<file path="src/rtl/bcd_seq_convert_ctrl_if.sv">
// Handshake bundle between a binary requester/consumer and the sequential BCD converter.
// The master side supplies operands and takes results; the slave side is the converter.
interface bcd_seq_convert_ctrl_if #(
    parameter int DATA_W   = 16,
    parameter int N_DIGITS = 5
);
    logic                  in_valid;
    logic                  in_ready;
    logic [DATA_W-1:0]     dec_in;
    logic                  out_valid;
    logic                  out_ready;
    logic [4*N_DIGITS-1:0] bcd_out;
    logic                  sign_out;
    logic                  busy;

    modport master (
        output in_valid,
        output dec_in,
        output out_ready,
        input  in_ready,
        input  out_valid,
        input  bcd_out,
        input  sign_out,
        input  busy
    );

    modport slave (
        input  in_valid,
        input  dec_in,
        input  out_ready,
        output in_ready,
        output out_valid,
        output bcd_out,
        output sign_out,
        output busy
    );
endinterface

</file>
<file path="src/rtl/bcd_seq_convert_ctrl.sv">
// Signed (one's-complement) binary to sign + packed BCD converter using shift-add-3,
// one magnitude bit per clock, with valid/ready handshakes on both sides.
module bcd_seq_convert_ctrl #(
    parameter int DATA_W   = 16,
    parameter int N_DIGITS = 5
) (
    input  logic                   clk,
    input  logic                   rst,
    bcd_seq_convert_ctrl_if.slave  bus
);
    localparam int MAG_W = DATA_W - 1;
    localparam int BCD_W = 4 * N_DIGITS;
    localparam int CNT_W = $clog2(DATA_W);

    typedef enum logic [1:0] {
        IDLE,
        SHIFT,
        DONE
    } state_t;

    state_t             state_q, state_d;
    logic [MAG_W-1:0]   mag_q, mag_d;
    logic [BCD_W-1:0]   acc_q, acc_d;
    logic [CNT_W-1:0]   cnt_q, cnt_d;
    logic               sign_q, sign_d;
    logic [BCD_W-1:0]   bcdOut_q, bcdOut_d;
    logic               signOut_q, signOut_d;

    logic [MAG_W-1:0]   inMag;
    logic [BCD_W-1:0]   accAdj;
    logic [BCD_W-1:0]   accShift;

    // Negative one's-complement values carry their magnitude inverted.
    always_comb begin
        inMag = bus.dec_in[DATA_W-1] ? ~bus.dec_in[MAG_W-1:0] : bus.dec_in[MAG_W-1:0];
    end

    always_comb begin
        accAdj = acc_q;
        for (int d = 0; d < N_DIGITS; d++) begin
            if (acc_q[4*d +: 4] >= 4'd5) begin
                accAdj[4*d +: 4] = acc_q[4*d +: 4] + 4'd3;
            end
        end
        accShift = {accAdj[BCD_W-2:0], mag_q[MAG_W-1]};
    end

    always_comb begin
        state_d   = state_q;
        mag_d     = mag_q;
        acc_d     = acc_q;
        cnt_d     = cnt_q;
        sign_d    = sign_q;
        bcdOut_d  = bcdOut_q;
        signOut_d = signOut_q;

        case (state_q)
            IDLE: begin
                if (bus.in_valid) begin
                    mag_d   = inMag;
                    sign_d  = bus.dec_in[DATA_W-1] & (|inMag);
                    acc_d   = '0;
                    cnt_d   = '0;
                    state_d = SHIFT;
                end
            end
            SHIFT: begin
                acc_d = accShift;
                mag_d = mag_q << 1;
                cnt_d = cnt_q + CNT_W'(1);
                // Last step publishes the freshly shifted accumulator directly.
                if (cnt_q == CNT_W'(DATA_W - 2)) begin
                    bcdOut_d  = accShift;
                    signOut_d = sign_q;
                    state_d   = DONE;
                end
            end
            DONE: begin
                if (bus.out_ready) begin
                    state_d = IDLE;
                end
            end
            default: begin
                state_d = IDLE;
            end
        endcase
    end

    always_ff @(posedge clk) begin
        if (rst) begin
            state_q   <= IDLE;
            mag_q     <= '0;
            acc_q     <= '0;
            cnt_q     <= '0;
            sign_q    <= 1'b0;
            bcdOut_q  <= '0;
            signOut_q <= 1'b0;
        end else begin
            state_q   <= state_d;
            mag_q     <= mag_d;
            acc_q     <= acc_d;
            cnt_q     <= cnt_d;
            sign_q    <= sign_d;
            bcdOut_q  <= bcdOut_d;
            signOut_q <= signOut_d;
        end
    end

    assign bus.in_ready  = (state_q == IDLE);
    assign bus.out_valid = (state_q == DONE);
    assign bus.busy      = (state_q == SHIFT);
    assign bus.bcd_out   = bcdOut_q;
    assign bus.sign_out  = signOut_q;

endmodule

</file>
<file path="src/flat_wrapper.sv">
// flat-port wrapper written by rule: the top's interface ports become plain ports
module bcd_seq_convert_ctrl_flat 
#(
    parameter int DATA_W   = 16,
    parameter int N_DIGITS = 5
)
  (clk, rst, bus_in_valid, bus_dec_in, bus_out_ready, bus_in_ready, bus_out_valid, bus_bcd_out, bus_sign_out, bus_busy);
  bcd_seq_convert_ctrl_if #(.DATA_W(DATA_W), .N_DIGITS(N_DIGITS)) bus_i ();
  input  logic clk;
  input  logic rst;
  input wire logic [$bits(bus_i.in_valid)-1:0] bus_in_valid;
  input wire logic [$bits(bus_i.dec_in)-1:0] bus_dec_in;
  input wire logic [$bits(bus_i.out_ready)-1:0] bus_out_ready;
  output wire logic [$bits(bus_i.in_ready)-1:0] bus_in_ready;
  output wire logic [$bits(bus_i.out_valid)-1:0] bus_out_valid;
  output wire logic [$bits(bus_i.bcd_out)-1:0] bus_bcd_out;
  output wire logic [$bits(bus_i.sign_out)-1:0] bus_sign_out;
  output wire logic [$bits(bus_i.busy)-1:0] bus_busy;
  assign bus_i.in_valid = bus_in_valid;
  assign bus_i.dec_in = bus_dec_in;
  assign bus_i.out_ready = bus_out_ready;
  assign bus_in_ready = bus_i.in_ready;
  assign bus_out_valid = bus_i.out_valid;
  assign bus_bcd_out = bus_i.bcd_out;
  assign bus_sign_out = bus_i.sign_out;
  assign bus_busy = bus_i.busy;
  bcd_seq_convert_ctrl #(.DATA_W(DATA_W), .N_DIGITS(N_DIGITS)) u_core (.clk(clk), .rst(rst), .bus(bus_i));
endmodule
</file>
<file path="config.mk">
export PLATFORM = sky130hd
export DESIGN_NAME = bcd_seq_convert_ctrl_flat
export DESIGN_NICKNAME = d
export VERILOG_FILES = /design/src/rtl/bcd_seq_convert_ctrl_if.sv /design/src/rtl/bcd_seq_convert_ctrl.sv /design/src/flat_wrapper.sv
export SDC_FILE = /design/constraint.sdc
export NUM_CORES = 1
export LEC_CHECK = 0
export CAP_MARGIN = 30
export CORE_UTILIZATION = 40
export CTS_BUF_LIST = sky130_fd_sc_hd__clkbuf_4
export CTS_CLUSTER_DIAMETER = 40
export DETAILED_ROUTE_END_ITERATION = 8
export DONT_BUFFER_PORTS = 1
export PLACE_DENSITY = 0.52
export SLEW_MARGIN = 20
export SYNTH_ARGS = -nofsm -noshare
export SYNTH_HDL_FRONTEND = slang
export SYNTH_SLANG_ARGS = --single-unit
</file>
<file path="constraint.sdc">
create_clock -name clk -period 1.45 [get_ports clk]
set_input_delay 0.145 -clock clk [delete_from_list [all_inputs] [get_ports clk]]
set_output_delay 0.145 -clock clk [all_outputs]
set_load 0.005 [all_outputs]
</file>
==> metrics.txt, run 1 <==
Yosys top cell area share=0.389; share of layout cells above drive strength 1=0.339; GRT Total Usage=0.191; ANT cells=0; EDFF count, synth=0; Area contributors post-synth=dfxtp_1 (39%), o21ai_0 (7.4%), ha_1 (4.6%); sequential-to-total area share from yosys stat=0.389; Power Dens Cells=769 mW/mm²; Total Wirelength=8.00 mm; CTS tree=yes; RSZ-0062 raised after global routing=true; CTS Sinks=63; Final min period=1500 ps; Setup TNS=-48.1 ps; CTS max path bufs=2; CTS HTree Levels=3; Post-synth top cells=dfxtp_1 (63), o21ai_0 (48), a21oi_1 (27); largest area contributor in the netlist=dfxtp_1; Post-route DRC=0; Critical Path RT=1310 ps; DRT antenna net count=0; max_slew headroom=0.765; design area=0.00427 mm²; initial antenna violation count=0; VDD IR max=399 µV; synth warn=0; crit path kind=reg2out; synthesis-to-finish area growth=31.7%; Worst-path clk slew=100 ps; clk_skew=6.53 ps; status=finished with violations; Multi-input gate area=0.00207 mm²; worst hold path type=in2reg; data arrival time of the critical path=1350 ps; boundary pin count=44; GPL Wtd Cong=0.721; Placed Area=0.00355 mm²; Routed wire per std cell=15.0 µm; most frequent cell after synthesis=dfxtp_1; actual transition at the worst max-transition pin=352 ps; f_max=668 MHz; cell area after synthesis=0.00324 mm²; Post-synth ARST share=0; failing checks=setup timing; number of global-route vias before repair=2,659; Synth Register Bits=63; worst skew pair latency=390 ps; Final Setup Violations=1; hpwl dp=4.90 mm; Post-synth top flop=dfxtp_1; worst setup margin=-48.1 ps; Die ar.=0.00847 mm²; Register Area=0.00128 mm²; die width=92.0 µm; Avg Vias per Cell=5.28; std cell rows=32; first-pass GRT wire length=12.7 mm; part of the cycle the worst path needs=1.03; nets=461; initial DRC count=147; grt ovf=0; largest net degree at the start of global routing=64; Leak=1.55 nW; CP max FO=4; total CTS buffers=9; max cap viols=0; Slew Limit Fails=0; FILL cells=728; core box area=0.00777 mm²; startpoint types=flop; Port-buffer cells=0; reg-to-reg slack, setup=10 ps; Starting Density=0.417; Min Hold Slack=52.8 ps; Pre-Repair DR Iteration Count=4; CTS Root Buffer Type=clkbuf_4; syn nets=406; Syn Inst Count=374; Die Ht=92.0 µm; Avg Inst Size Synth=8.66 µm²; Distinct cells, synth=37; total number of vias=2,812; crit path capture type=output pin; Final Hold Violating Endpoints=0
==> path summary, 6_finish.rpt <==
path | end | from | cells after the start
setup reg to reg | u_core.bus.bcd_out[14] | u_core.acc_q[12] | 6
hold / removal | u_core.sign_q | bus_dec_in[14] | 3
setup / recovery | bus_busy | u_core.state_q[0] | 5
hold reg to reg | u_core.acc_q[12] | u_core.acc_q[12] | 2
==> worst max-delay path, cell delays in order (launching register included) <==
cell and delay, ps:
dfxtp_2 350, buf_6 90, or2b_4 280, inv_4 60, buf_6 90, buf_6 80
==> kinds of logic after synthesis <==
group,share of synthesized area
and+or+nand+nor,0.220
AOI/OAI and AO/OA,0.212
DFF,0.389
buffers and inverters,0.0517
xor gates and xnor gates,0.0541
adders and majority gates,0.0463
muxes,0.0266
==> state kept, by name, indices dropped and copies added, names as in the netlist <==
| name | count |
|---|---|
| u_core.mag_q | 15 |
| u_core.state_q | 2 |
| u_core.sign_q | 1 |
| u_core.bus.sign_out | 1 |
| u_core.cnt_q | 4 |
| u_core.acc_q | 20 |
| u_core.bus.bcd_out | 20 |
==> repair_timing <==
item                                   in CTS  in global routing
endpoints found under the hold margin      63                  1
hold buffers                                8                  1
gates cloned                                1                  1
setup buffers                               3                 17
pin swaps                                  11                 15
gates resized for setup                    37                 62
setup endpoints to repair                  37                 43
==> layout by cell type (no fill, tap or decap), types with 5 or more instances in the layout <==
cell type	n
inv_2	7
mux2_4	5
nor3b_1	8
a22oi_1	14
clkbuf_4	10
nor2_1	14
nand3_1	12
dfxtp_2	13
nand2_1	24
a21oi_1	21
buf_6	9
o21ai_1	6
dfxtp_1	50
o22ai_2	10
xor2_1	15
nor2b_1	14
nor3_1	5
buf_4	44
o21ai_0	39
nand3b_1	11
dlygate4sd3_1	8
ha_2	5
nand2b_1	11
==> routing by layer <==
metal	wire length [µm]	global-route usage	vias to the layer above
met5	0	0	-
met4	44	0.0417	0
met3	378	0.0622	4
met2	3640	0.307	49
met1	3930	0.248	1325
li1	-	-	1434
==> where the power goes <==
part	switching, mW	internal, mW	total [mW]
combinational	0.187	0.205	0.392
sequential	0.0250	1.77	1.79
clock	0.591	0.508	1.10
==> stage by stage <==
step	util	instances	power, mW	worst slack [ps]
2_1_floorplan	-	374	2.04	4.13
3_3_place_gp	0.457	490	2.09	-108
3_5_place_dp	0.457	490	2.09	-163
4_1_cts	0.502	515	3.27	-173
5_1_grt	0.550	533	3.48	-137
6_report	0.550	533	3.28	-48.1
==> cell type report <==
class                      instances  area share
clock buffer                      10      0.0176
clock inverter                     3     0.00879
inverter                          13      0.0126
multi-input combinational        275       0.486
sequential                        63       0.299
tap                              102      0.0299
timing repair buffer              67       0.146
Power figures use the tool's default switching activity.
==> run 2, diff against run 1 <==
--- a/config.mk
+++ b/config.mk
@@ -12,6 +12,7 @@
 export DETAILED_ROUTE_END_ITERATION = 8
 export DONT_BUFFER_PORTS = 1
 export PLACE_DENSITY = 0.52
+export RECOVER_POWER = 50
 export SLEW_MARGIN = 20
 export SYNTH_ARGS = -nofsm -noshare
 export SYNTH_HDL_FRONTEND = slang
==> metrics.txt, run 2 (same netlist as run 1, synthesis figures left out) <==
Slew Limit Fails=0; core box area=0.00777 mm²; actual transition at the worst max-transition pin=350 ps; Starting Density=0.417; reg2reg start=u_core.state_q[0]; Final min period=1500 ps; boundary pin count=44; crit path capture type=output pin; CTS tree=yes; Port-buffer cells=0; total CTS buffers=9; power share of the clock group=0.334; CP max FO=4; f_max=668 MHz; share of layout cells above drive strength 1=0.339; Cell Int Power=2.48 mW; GRT Total Usage=0.191; Worst-path clk slew=100 ps; Die ar.=0.00847 mm²; total number of vias=2,799; startpoint types=flop; Avg Vias per Cell=5.25; clk_skew=6.67 ps; worst skew pair latency=390 ps; CTS max path bufs=2; Register Area=0.00128 mm²; Sw Ratio=0.244; max cap viols=0; reg-to-reg slack, setup=10 ps; Post-route DRC=0; initial antenna violation count=0; Leak=1.55 nW; Setup TNS=-47.3 ps; most common cell after layout, fill and taps aside=dfxtp_1; Min-Delay Startpoint=bus_dec_in[14]; CTS Sinks=63; synthesis-to-finish area growth=31.5%; Pre-Repair DR Iteration Count=5; Total Wirelength=8.00 mm; Reg2Reg Capture Point=u_core.cnt_q[2]; failing checks=setup timing; initial DRC count=142; Final Setup Violations=1; RSZ-0062 raised after global routing=true; sw power=0.800 mW; die width=92.0 µm; GPL Wtd Cong=0.721; Multi-input gate area=0.00207 mm²; data arrival time of the critical path=1350 ps; status=finished with violations; CTS Root Buffer Type=clkbuf_4; Power Dens Cells=770 mW/mm²; Final Hold Violating Endpoints=0; FILL cells=730; number of global-route vias before repair=2,659; largest net degree at the start of global routing=64; Routed wire per std cell=15.0 µm; Comb pwr share=0.119; ANT cells=0; Critical Path RT=1310 ps; max_slew headroom=0.766; CTS HTree Levels=3; Reg power frac=0.547; reg2reg path depth=6; crit path kind=reg2out; worst setup margin=-47.3 ps; total power=3.28 mW; grt ovf=0; first-pass GRT wire length=12.7 mm; nets=461; hold path cells=3; hold endpoint=u_core.sign_q; most frequent cells in the layout=dfxtp_1 (50), buf_4 (44), o21ai_0 (39); hpwl dp=4.90 mm; worst hold path type=in2reg; part of the cycle the worst path needs=1.03; std cell rows=32; Die Ht=92.0 µm; VDD IR max=399 µV; DRT antenna net count=0; Min Hold Slack=53.5 ps
-- run 2: metal layers --
layer	GRT usage	part of all wire	up-vias
met5	0	0	-
met4	0.0417	0.0055	0
met3	0.0622	0.042	4
met2	0.307	0.46	40
met1	0.248	0.50	1324
li1	-	-	1431
-- run 2: how the worst max path moves through the flow --
stage	end	slack (ps)	from
2_1_floorplan	u_core.bus.bcd_out[10]	4	u_core.acc_q[8]
3_3_place_gp	u_core.mag_q[4]	-110	u_core.state_q[0]
3_5_place_dp	u_core.mag_q[6]	-160	u_core.state_q[0]
4_1_cts	bus_busy	-170	u_core.state_q[0]
5_1_grt	bus_busy	-140	u_core.state_q[0]
6_report	bus_busy	-50	u_core.state_q[0]
-- run 2: layout make-up --
class,instances,share of cell area
Clock buffer,10,0.0176
Clock inverter,3,0.00881
Inverter,13,0.0126
Multi-Input combinational cell,275,0.485
Sequential cell,63,0.300
Tap cell,102,0.0299
Timing Repair Buffer,67,0.147
-- run 2: through the flow --
stage	std cells	util	instance area, µm²	worst slack, ps
2_1_floorplan	374	-	3240	4.13
3_3_place_gp	490	0.457	3550	-108
3_5_place_dp	490	0.457	3550	-163
4_1_cts	515	0.502	3900	-173
5_1_grt	533	0.549	4260	-137
6_report	533	0.549	4260	-47.3
-- run 2: repair_timing --
action | 4_1_cts | 5_1_grt
cloned | 1 | 1
pin swaps | 11 | 15
gates resized for setup | 37 | 62
setup endpoints to repair | 37 | 43
setup buffers | 3 | 17
hold buffers | 8 | 1
endpoints found under the hold margin | 63 | 1
-- run 2: power groups by stage --
stage	clock network (mW)	logic [mW]	registers, mW
2_1_floorplan	0	0.217	1.82
3_3_place_gp	0	0.259	1.83
3_5_place_dp	0	0.262	1.83
4_1_cts	1.14	0.328	1.79
5_1_grt	1.25	0.424	1.80
6_report	1.10	0.390	1.79
-- run 2: worst max-delay path: stages, from the launching register on --
cell     delay [ps]
dfxtp_2         350
buf_6            90
or2b_4          280
inv_4            60
buf_6            90
buf_6            80
